`src/rtl/if_stage.sv`:
```
// if_stage: instruction fetch stage; owns the PC, issues req/gnt/rvalid fetches,
// buffers {pc, instr} pairs for decode, and handles redirect, stall and halt.
// Optional IF_MISALIGN_CHECK_EN adds fetch_misalign_o and halts on a misaligned redirect.
module if_stage #(
    parameter logic [31:0] RESET_PC = 32'h0000_0000,
    parameter int          DEPTH    = 2
) (
    input  logic        clk,
    input  logic        rst,
    output logic        imem_req_o,
    output logic [31:0] imem_addr_o,
    input  logic        imem_gnt_i,
    input  logic        imem_rvalid_i,
    input  logic [31:0] imem_rdata_i,
    input  logic        redirect_i,
    input  logic [31:0] redirect_pc_i,
    input  logic        stall_i,
    input  logic        halt_i,
    output logic        valid_o,
    output logic [31:0] instr_o,
    output logic [31:0] pc_o,
    output logic        halted_o
`ifdef IF_MISALIGN_CHECK_EN
    ,
    output logic        fetch_misalign_o
`endif
);
    localparam int            AW  = $clog2(DEPTH);
    localparam int            CW  = AW + 1;
    localparam logic [CW-1:0] CAP = CW'(DEPTH);
    localparam logic [31:0]   NOP = 32'h0000_0013;

    typedef enum logic [1:0] {BOOT, RUN, HALT} state_t;

    state_t        state, state_nx;
    logic          held, pend;
    logic [31:0]   pend_pc, last_pc, target;
    logic [CW-1:0] outstanding, discard, count;
    logic [AW-1:0] oq_rd, oq_wr, buf_rd, buf_wr;
    logic [31:0]   oq [DEPTH];
    logic [31:0]   buf_pc [DEPTH];
    logic [31:0]   buf_instr [DEPTH];
    logic          fire, wait_req, rv, drop, push, pop, flush, mis, take;

`ifdef IF_MISALIGN_CHECK_EN
    logic misalign;
    assign mis              = redirect_i && (redirect_pc_i[1:0] != 2'b00);
    assign fetch_misalign_o = misalign;
    // misaligned redirects latch a sticky error flag
    always_ff @(posedge clk or posedge rst) begin
        if (rst) misalign <= 1'b0;
        else     misalign <= misalign | mis;
    end
`else
    logic unused_lsb;
    assign mis        = 1'b0;
    assign unused_lsb = ^redirect_pc_i[1:0];
`endif

    assign target     = {redirect_pc_i[31:2], 2'b00};
    assign take       = redirect_i && !mis;
    // a request once raised stays up until granted, even across halt/redirect
    assign imem_req_o = held || (state == RUN && (outstanding + count) < CAP);
    assign fire       = imem_req_o && imem_gnt_i;
    assign wait_req   = imem_req_o && !imem_gnt_i;
    // responses with nothing outstanding (e.g. arriving after reset) are ignored
    assign rv         = imem_rvalid_i && outstanding != '0;
    assign drop       = rv && discard != '0;
    assign flush      = redirect_i && state != HALT;
    assign valid_o    = count != '0;
    assign push       = rv && !drop && !flush;
    assign pop        = valid_o && !stall_i && !flush;
    assign instr_o    = valid_o ? buf_instr[buf_rd] : NOP;
    assign pc_o       = valid_o ? buf_pc[buf_rd] : last_pc;
    assign halted_o   = state == HALT;

    // BOOT lasts one cycle; HALT is sticky until reset
    always_comb begin
        state_nx = (mis || (state == RUN && halt_i)) ? HALT : (state == BOOT ? RUN : state);
    end

    // fetch address, outstanding/discard tracking and buffer occupancy
    always_ff @(posedge clk or posedge rst) begin
        if (rst) begin
            state       <= BOOT;
            held        <= 1'b0;
            pend        <= 1'b0;
            pend_pc     <= RESET_PC;
            imem_addr_o <= RESET_PC;
            last_pc     <= RESET_PC;
            outstanding <= '0;
            discard     <= '0;
            count       <= '0;
            oq_rd       <= '0;
            oq_wr       <= '0;
            buf_rd      <= '0;
            buf_wr      <= '0;
        end else begin
            state       <= state_nx;
            held        <= wait_req;
            last_pc     <= pc_o;
            outstanding <= outstanding + CW'(fire) - CW'(rv);
            oq_wr       <= oq_wr + AW'(fire);
            oq_rd       <= oq_rd + AW'(rv);
            if (take && wait_req) begin
                pend    <= 1'b1;
                pend_pc <= target;
            end else if (take) begin
                pend        <= 1'b0;
                imem_addr_o <= target;
            end else if (fire) begin
                pend        <= 1'b0;
                imem_addr_o <= pend ? pend_pc : imem_addr_o + 32'd4;
            end
            if (flush) begin
                discard <= outstanding - CW'(rv) + CW'(imem_req_o);
                count   <= '0;
                buf_wr  <= buf_rd;
            end else begin
                discard <= discard - CW'(drop);
                count   <= count + CW'(push) - CW'(pop);
                buf_wr  <= buf_wr + AW'(push);
                buf_rd  <= buf_rd + AW'(pop);
            end
        end
    end

    // storage for in-flight PCs and buffered instructions; contents gated by counts
    always_ff @(posedge clk) begin
        if (fire) oq[oq_wr] <= imem_addr_o;
        if (push) begin
            buf_pc[buf_wr]    <= oq[oq_rd];
            buf_instr[buf_wr] <= imem_rdata_i;
        end
    end
endmodule

```
`config.mk`:
```
export PLATFORM = sky130hd
export DESIGN_NAME = if_stage
export DESIGN_NICKNAME = d
export VERILOG_FILES = /design/src/rtl/if_stage.sv
export SDC_FILE = /design/constraint.sdc
export NUM_CORES = 1
export LEC_CHECK = 0
export ABC_AREA = 0
export ABC_CLOCK_PERIOD_IN_PS = 4400
export BUFFER_PORTS_ARGS = -buffer_cell sky130_fd_sc_hd__buf_2
export CAP_MARGIN = 20
export CORE_UTILIZATION = 44
export DETAILED_ROUTE_END_ITERATION = 6
export PLACE_DENSITY = 0.63
export SYNTH_ARGS = -nofsm -noshare
export SYNTH_HDL_FRONTEND = slang
export SYNTH_SLANG_ARGS = --single-unit
export TNS_END_PERCENT = 50
```
`constraint.sdc`:
```
create_clock -name clk -period 4.4 [get_ports clk]
set_input_delay 0.88 -clock clk [delete_from_list [all_inputs] [get_ports clk]]
set_output_delay 0.88 -clock clk [all_outputs]
set_load 0.005 [all_outputs]
```
==> impl_metrics.yaml, run 1 <==
pwr:
  p_leak_nw: 5.83
  p_per_area_mw_per_mm2: 556
  clockPowerShare_pct: 28.9
  swShare_pct: 30.0
  irDropWorstVdd_uv: 301
  seqPwrFrac_pct: 46.8
  combPwrFrac_pct: 24.3
  p_switching_w: 0.00242
  internal-power_w: 0.00563
setup_path:
  critPathCaptureType: "output pin"
  critPathArrivalTime_ns: 2.38
  start_kind: "flop"
  required_ns: 3.52
  crit_path_end: "instr_o[9]"
  rr_endpoint: "pend_pc[27]"
  reg2reg_from: "outstanding[1]"
  r2r_slack_ns: 1.63
  path_class: "reg2out"
  r2r_cells: 8
  path_max_fanout: 58
  crit_start: "buf_rd"
detailed_routing:
  vias_per_cell: 5.22
  wl_per_cell_um: 17.7
  drtAntennaViolNets: 0
  dr_total_vias: 7608
  first_pass_iters: 5
  drc: 0
  wirelength_um: 25900
  drt-initial-drc-count: 586
cells_and_area:
  register_area_mm2: 0.00818
  final_util_pct: 53.4
  final_nets: 1146
  syn2layout_area_growth_pct: 18.4
  layout-drive-gt1-share_pct: 28.2
  diodes: 0
  final_area_mm2: 0.0145
  final_cells: 1458
  multiInputGateArea_mm2: 0.00376
  nFillCells: 2295
outcome:
  outcome: "finished clean"
logic_synthesis:
  yosysWarningCount: 0
  synth_edf_count: 184
  synth_area_leaders: "edfxtp_1, dfrtp_1, mux2_2"
  synth_flop_cell: "edfxtp_1"
  syn_avg_cell_area_um2: 13.7
  synth-seq-cells: 290
  synth.largest_area_cell: "edfxtp_1"
  syn_area_mm2: 0.0122
  ys_seq_area_share_pct: 66.9
  synth_cell_type_count: 61
  synthCells: 891
  async_flop_share_pct: 36.6
  synth_top_cell_area_share_pct: 45.2
sta:
  relSlewSlack_pct: 31.0
  layout_min_cycle_time_ns: 3.26
  worst_pin_slew_ns: 1.04
  fin_skew_ns: 0.0108
  tns_ns: 0
  setup_viol: 0
  final-hold-violation-count: 0
  max_freq_ghz: 0.306
  final.period_utilization_pct: 74.2
  finalMaxSlewViolations: 0
  grt_setup_unrepaired: "no"
floorplanning:
  die_width_um: 169
  coreArea_mm2: 0.0271
  ioPinCount: 170
  core.rowCount: 60
  die_y_um: 169
  die_area_mm2: 0.0285
  start_util_pct: 45.1
grt:
  antenna_found_initial: 0
  track_usage_pct: 18.4
  gr-total-overflow: 0
  grt_pass1_vias: 7478
  grt_max_degree: 81
  grt_first_pass_wirelength_um: 41400
clocking:
  root_buffer: "clkbuf_16"
  cts_hold_buf: 0
  clkLatencyLatePin_ns: 0.56
  cts_tree: "done"
  cts_sinks: 290
  cts_made_buffers: 30
  post_cts_resized: 0
  cts_max_path_buffers: 3
  clk_pin_slew_ns: 0.06
  cts_setup_buffers: 0
  htreeDepth: 1
placement:
  globalplace.congestion: 0.865
  dp_hpwl_um: 17100
  portBuffers: 165
  postPlaceCellArea_mm2: 0.0135
  dpl.cell_count: 1402
run:
  max_cap_violations: 0
hold_path:
  hp-class: "in2async"
==> state kept, by name, summed over array words and instances (netlist names), 2 cells and up <==
register,count
last_pc,32
count,2
buf_pc,60
imem_addr_o,30
pend_pc,30
buf_instr,64
discard,2
oq,60
state,2
outstanding,2
==> critical path, stage by stage (launching register included) <==
cell and delay (ns):
dfrtp_4 1.10, buf_4 0.33, mux2i_1 0.20, nor2_1 0.05
buf_2 0.13
==> layout make-up <==
cell class / instances / area share [%]
Inverter: 31 / 0.821
Multi-Input combinational cell: 526 / 26.0
Tap cell: 372 / 3.21
Clock buffer: 42 / 5.77
Sequential cell: 290 / 56.5
Clock inverter: 13 / 0.622
Timing Repair Buffer: 184 / 7.09
==> kinds of logic after synthesis <==
kind of cell / Yosys count / synth area share (%)
other: 1 / 0.0307
XOR/XNOR: 27 / 1.93
AND/OR/NAND/NOR: 210 / 8.37
buffers and inverters: 76 / 2.52
flip-flops: 290 / 66.9
adder cells (fa/ha/maj): 12 / 1.23
AO/OA/AOI/OAI: 143 / 7.60
multiplexers: 132 / 11.4
==> cells in the final DEF, fill, tap and decap left out, types with 4 or more instances in the layout <==
master,netlist,routed
mux2_2,62,62
a21oi_1,19,19
nor3_1,6,6
buf_2,3,165
o31a_1,4,4
ha_1,12,10
dfrtp_1,106,105
clkbuf_16,0,30
mux2i_1,69,69
inv_1,27,26
o211ai_1,9,9
clkinv_1,2,8
clkbuf_1,30,8
clkinv_2,0,4
clkbuf_8,0,4
buf_4,5,15
a211oi_1,4,4
edfxtp_1,184,184
o31ai_1,5,5
and2_1,4,4
xor2_1,8,8
or4_1,4,4
o21ai_0,57,57
nor2_1,51,50
a31oi_1,10,10
and3_1,4,4
xnor2_1,19,19
nor4_1,10,10
nor2b_1,4,4
o21a_1,8,8
nand4_1,13,13
nand3_1,23,23
nand2_1,77,77
==> synth_stat cells, types with 4 or more instances <==
| cell type | count |
|---|---|
| edfxtp_1 | 184 |
| xor2_1 | 8 |
| nor3_1 | 6 |
| and3_1 | 4 |
| a31oi_1 | 10 |
| inv_1 | 27 |
| a21oi_1 | 19 |
| ha_1 | 12 |
| mux2i_1 | 69 |
| o21a_1 | 8 |
| dfrtp_1 | 106 |
| o211ai_1 | 9 |
| nor4_1 | 10 |
| o31ai_1 | 5 |
| xnor2_1 | 19 |
| or4_1 | 4 |
| a211oi_1 | 4 |
| nor2_1 | 51 |
| buf_1 | 7 |
| o21ai_0 | 57 |
| nand3_1 | 23 |
| nand2_1 | 77 |
| buf_4 | 5 |
| o31a_1 | 4 |
| nand4_1 | 13 |
| nor2b_1 | 4 |
| and2_1 | 4 |
| clkbuf_1 | 30 |
| mux2_2 | 62 |
==> metal layers <==
layer,global-route usage [%],wire length (um),vias up
li1,-,-,3662
met2,28.1,11600,255
met5,0,0,-
met4,5.49,697,0
met1,26.9,11900,3637
met3,3.46,1720,54
==> worst min path at each step <==
stage	end	cells past startpoint	slack (ns)
4_1_cts	buf_instr[0][29]	1	0.48
2_1_floorplan	pend_pc[30]	1	0.46
6_report	last_pc[22]	2	0.23
3_5_place_dp	last_pc[0]	1	0.47
5_1_grt	last_pc[24]	2	0.21
3_3_place_gp	last_pc[1]	1	0.46
==> per-stage QoR <==
step | hold slack (ns) | setup WS (ns) | total power (W)
finish | 0.228 | 1.14 | 0.00805
floorplan | 0.464 | 0.731 | 0.00495
CTS | 0.476 | 1.04 | 0.00816
detailed placement | 0.469 | 1.45 | 0.00581
global route | 0.210 | 0.911 | 0.00854
global placement | 0.462 | 1.48 | 0.00576
==> power by group through the flow <==
stage | sequential, W | combinational, W | clock (W)
after floorplan | 0.00360 | 0.00136 | 0
after global placement | 0.00381 | 0.00195 | 0
after detailed placement | 0.00383 | 0.00198 | 0
after CTS | 0.00378 | 0.00199 | 0.00239
after global routing | 0.00383 | 0.00221 | 0.00250
final | 0.00377 | 0.00195 | 0.00233
No activity file was read; power rests on OpenSTA's default activity.
==> run 2, diff against run 1 <==
Settings changed: ABC_CLOCK_PERIOD_IN_PS 4400 to 2760, PLACE_DENSITY 0.63 to 0.65.
Clock period 4.4 ns to 2.76 ns, I/O delays scaled along.
==> run 2 against run 1 <==
Against the previous run: first-iteration DRC count grew 13%; clock skew grew 0.0062 ns; critical path depth is the same; critical path type unchanged.
==> impl_metrics.yaml, run 2 (synthesized netlist as in run 1, its figures left out) <==
outcome:
  outcome: "finished clean"
cells_and_area:
  syn2layout_area_growth_pct: 20.4
  layout_commonest_cell: "edfxtp_1"
  top_register: "buf_instr"
  largest_reg_flops: 64
  layout-drive-gt1-share_pct: 29.7
  nFillCells: 2272
  top_regs: "buf_instr (64), buf_pc (60), oq (60)"
  final_nets: 1162
  multiInputGateArea_mm2: 0.00377
  diodes: 0
  final_cell_mix: "edfxtp_1, buf_2, dfrtp_1, nand2_1, mux2i_1"
  register_area_mm2: 0.00818
clocking:
  root_buffer: "clkbuf_16"
  cts_made_buffers: 31
  cts_tree: "done"
  cts_hold_buf: 0
  cts_sinks: 290
  clk_pin_slew_ns: 0.06
  cts_max_path_buffers: 3
  htreeDepth: 1
  clkLatencyLatePin_ns: 0.55
placement:
  dp_hpwl_um: 17100
  globalplace.congestion: 0.884
  portBuffers: 165
  pre_cts_ws_ns: 0.370
setup_path:
  critPathArrivalTime_ns: 2.04
  path_delay_family: "simple AND/OR/NAND/NOR gates"
  path_max_fanout: 5
  cpPeakStageDelay_ns: 0.52
  path_cells: "xnor2_2 > or4_1 > nand3_1 > buf_2"
  required_ns: 2.21
  path_class: "reg2out"
  path_buf_inv: 1
  start_kind: "flop"
  critPathCaptureType: "output pin"
  cp_slowest_cell: "or4_1"
sta:
  worst_pin_slew_ns: 0.703
  relSlewSlack_pct: 53.1
  fin_skew_ns: 0.0170
  final.period_utilization_pct: 93.9
  grt_setup_unrepaired: "no"
  final-hold-violation-count: 0
  layout_min_cycle_time_ns: 2.59
  setup_viol: 0
  setup_ws_ns: 0.170
  finalMaxSlewViolations: 0
  max_freq_ghz: 0.386
floorplanning:
  ioPinCount: 170
  coreArea_mm2: 0.0271
  start_util_pct: 45.1
  die_area_mm2: 0.0285
  die_width_um: 169
  die_y_um: 169
  core.rowCount: 60
pwr:
  p_total_w: 0.0133
  p_per_area_mw_per_mm2: 904
  combPwrFrac_pct: 25.6
  internal-power_w: 0.00934
  p_leak_nw: 5.97
  irDropWorstVdd_uv: 464
  swShare_pct: 29.9
  clockPowerShare_pct: 30.4
  p_switching_w: 0.00398
  seqPwrFrac_pct: 44.0
run:
  max_cap_violations: 0
detailed_routing:
  drtAntennaViolNets: 0
  first_pass_iters: 5
  wl_per_cell_um: 17.9
  wirelength_um: 26400
  dr_total_vias: 7764
  drc: 0
  vias_per_cell: 5.26
  drt-initial-drc-count: 660
grt:
  track_usage_pct: 18.4
  gr-total-overflow: 0
  grt_pass1_vias: 7656
  grt_max_degree: 107
  grt_first_pass_wirelength_um: 41300
  antenna_found_initial: 0
hold_path:
  hp-class: "in2async"
[run 2: cell count changes in the layout (fill, tap and decap cells not counted), sizes merged]
cell and change:
clkinvlp +1, clkbuf -3, buf +15, bufinv +3, inv +1
[run 2: final timing paths]
check | start | endpoint | slack (ns) | cells past startpoint
max in group asynchronous | rst | buf_rd | 2.04 | 3
hold reg to reg | oq_rd | oq_rd | 0.47 | 1
hold / removal | rst | pend_pc[28] | 0.09 | 3
setup / recovery | count[1] | imem_req_o | 0.17 | 4
min in group clk | imem_rdata_i[12] | buf_instr[1][12] | 0.19 | 1
setup reg to reg | imem_addr_o[10] | imem_addr_o[21] | 0.36 | 5
[run 2: final cells by class]
type / instances / share of cell area, %
clock buffers: 39 / 5.61
clock inverters: 18 / 1.19
inverters: 31 / 0.815
multi-input cells: 526 / 25.6
flip-flops and latches: 290 / 55.5
well taps: 372 / 3.16
repair buffers: 199 / 8.10
[run 2: timing repair]
item,in CTS,in global routing
gates resized for setup,0,1
endpoints found under the setup margin,0,34
setup buffers,0,3
[run 2: power by group through the flow]
| stage | Sequential, W | Combinational (W) | Clock, W |
|---|---|---|---|
| final | 0.00586 | 0.00341 | 0.00405 |
| after global routing | 0.00594 | 0.00379 | 0.00433 |
| after floorplan | 0.00574 | 0.00216 | 0 |
| after CTS | 0.00591 | 0.00334 | 0.00413 |
| after detailed placement | 0.00599 | 0.00332 | 0 |
| after global placement | 0.00596 | 0.00326 | 0 |
[run 2: stage by stage]
| step | TNS, ns | area [um^2] | hold slack (ns) | utilization, % | std cells |
|---|---|---|---|---|---|
| final | 0 | 14700 | 0.0931 | 54.3 | 1475 |
| after detailed placement | 0 | 13700 | 0.469 | 50.5 | 1415 |
| after floorplan | -55.42 | 12200 | 0.464 | - | 892 |
| after global routing | 0 | 14700 | 0.171 | 54.3 | 1475 |
| after CTS | 0 | 14700 | 0.176 | 54.2 | 1472 |
| after global placement | 0 | 13700 | 0.461 | 50.5 | 1415 |
[run 2: worst min-delay path, cell delays in order]
cell and delay, ns:
buf_2 0.11, clkinvlp_4 0.07, buf_12 0.35
[run 2: layer usage]
metal / global-route usage (%) / part of all wire [%] / up-vias
li1: - / - / 3689
met1: 25.7 / 45 / 3749
met2: 30.0 / 46 / 285
met3: 3.04 / 6.5 / 41
met4: 4.90 / 1.8 / 0
met5: 0 / 0 / -
==> run 3, diff against run 2 <==
Settings changed: ABC_CLOCK_PERIOD_IN_PS 2760 to 3320, PLACE_DENSITY 0.65 to 0.63.
Clock period 2.76 ns to 3.32 ns, I/O delays scaled along.
==> run 3 against run 2 <==
Against the previous run: global-route usage fell by 0.11 points; flip-flop and latch count did not move; die area stayed put; via count is 1.9% lower; setup slack improved by 0.24 ns; non-clock buffer count fell by 11; final cell count decreased by 0.81%; combinational power down 20%; hold slack improved by 0.12 ns; largest power group unchanged; highest routed layer unchanged.
==> impl_metrics.yaml, run 3 (synthesized netlist as in run 1, its figures left out) <==
clocking:
  cts_tree: "done"
  htreeDepth: 1
  post_cts_resized: 0
  cts_max_path_buffers: 3
  clk_pin_slew_ns: 0.06
  root_buffer: "clkbuf_16"
  clkLatencyLatePin_ns: 0.55
  cts_setup_buffers: 0
  cts_sinks: 290
  cts_made_buffers: 30
  cts_hold_buf: 0
placement:
  postPlaceCellArea_mm2: 0.0136
  globalplace.congestion: 0.891
  dp_hpwl_um: 17200
  portBuffers: 165
detailed_routing:
  wirelength_um: 26100
  drc: 0
  first_pass_iters: 5
  drtAntennaViolNets: 0
  wl_per_cell_um: 17.8
  vias_per_cell: 5.21
  dr_total_vias: 7620
  drt-initial-drc-count: 710
grt:
  grt_pass1_vias: 7464
  grt_first_pass_wirelength_um: 40700
  gr-total-overflow: 0
  grt_max_degree: 82
  antenna_found_initial: 0
  track_usage_pct: 18.3
run:
  max_cap_violations: 0
floorplanning:
  start_util_pct: 45.1
  ioPinCount: 170
  die_y_um: 169
  die_width_um: 169
  core.rowCount: 60
  coreArea_mm2: 0.0271
  die_area_mm2: 0.0285
cells_and_area:
  layout-drive-gt1-share_pct: 28.4
  final_area_mm2: 0.0145
  final_util_pct: 53.7
  top_register: "buf_instr"
  diodes: 0
  largest_reg_flops: 64
  syn2layout_area_growth_pct: 18.9
  nFillCells: 2334
  top_regs: "buf_instr (64), buf_pc (60), oq (60)"
  multiInputGateArea_mm2: 0.00376
  final_nets: 1150
  final_cell_mix: "edfxtp_1, buf_2, dfrtp_1, nand2_1, mux2i_1"
  layout_commonest_cell: "edfxtp_1"
  register_area_mm2: 0.00818
sta:
  worst_pin_slew_ns: 0.676
  final.period_utilization_pct: 87.6
  final-hold-violation-count: 0
  grt_setup_unrepaired: "no"
  setup_viol: 0
  tns_ns: 0
  whs_ns: 0.212
  finalMaxSlewViolations: 0
  layout_min_cycle_time_ns: 2.91
  fin_skew_ns: 0.0125
  relSlewSlack_pct: 54.8
  max_freq_ghz: 0.344
pwr:
  p_leak_nw: 5.86
  p_per_area_mw_per_mm2: 747
  irDropWorstVdd_uv: 398
setup_path:
  cpPeakStageDelay_ns: 0.65
  critPathCaptureType: "output pin"
  cp_slowest_cell: "or4_1"
  path_delay_family: "simple AND/OR/NAND/NOR gates"
  path_buf_inv: 1
  start_kind: "flop"
  critPathArrivalTime_ns: 2.25
  path_cells: "xnor2_1 > or4_1 > nand3_1 > buf_2"
  path_max_fanout: 5
  required_ns: 2.66
  path_class: "reg2out"
outcome:
  outcome: "finished clean"
hold_path:
  hp-class: "in2async"
run 3: routing by layer:
layer	global-route usage, %	vias to the layer above	routed length [um]
li1	-	3670	-
met1	25.8	3652	11800
met2	29.0	254	12000
met3	3.44	44	1770
met4	5.10	0	540
met5	0	-	0
run 3: per-stage QoR:
stage	setup slack, ns	std cells	power [W]
detailed placement	0.538	1407	0.00773
floorplan	0.00103	892	0.00656
finish	0.411	1463	0.0109
global route	0.299	1463	0.0115
global placement	0.587	1407	0.00766
CTS	0.380	1463	0.0110
run 3: worst paths after layout:
check,startpoint,to,slack (ns),cells past startpoint
hold reg to reg,oq_rd,oq_rd,0.47,1
setup / recovery,count[1],imem_req_o,0.41,4
hold / removal,rst,state[0],0.21,2
setup reg to reg,count[1],oq[0][12],0.52,7
max in group asynchronous,rst,last_pc[13],2.25,3
min in group clk,imem_rdata_i[18],buf_instr[0][18],0.31,1
run 3: cell type report:
| type | count | area share, % |
|---|---|---|
| timing repair buffer | 188 | 7.29 |
| clock inverter | 12 | 0.783 |
| multi-input combinational | 526 | 25.8 |
| clock buffer | 44 | 5.81 |
| sequential | 290 | 56.2 |
| inverter | 31 | 0.826 |
| tap | 372 | 3.20 |
run 3: report_power, final:
| part | internal, W | switching, W | leakage, nW | total (W) |
|---|---|---|---|---|
| logic | 0.00124 | 0.00150 | 2.44 | 0.00274 |
| registers | 0.00448 | 0.000390 | 2.96 | 0.00487 |
| clock network | 0.00191 | 0.00135 | 0.460 | 0.00326 |
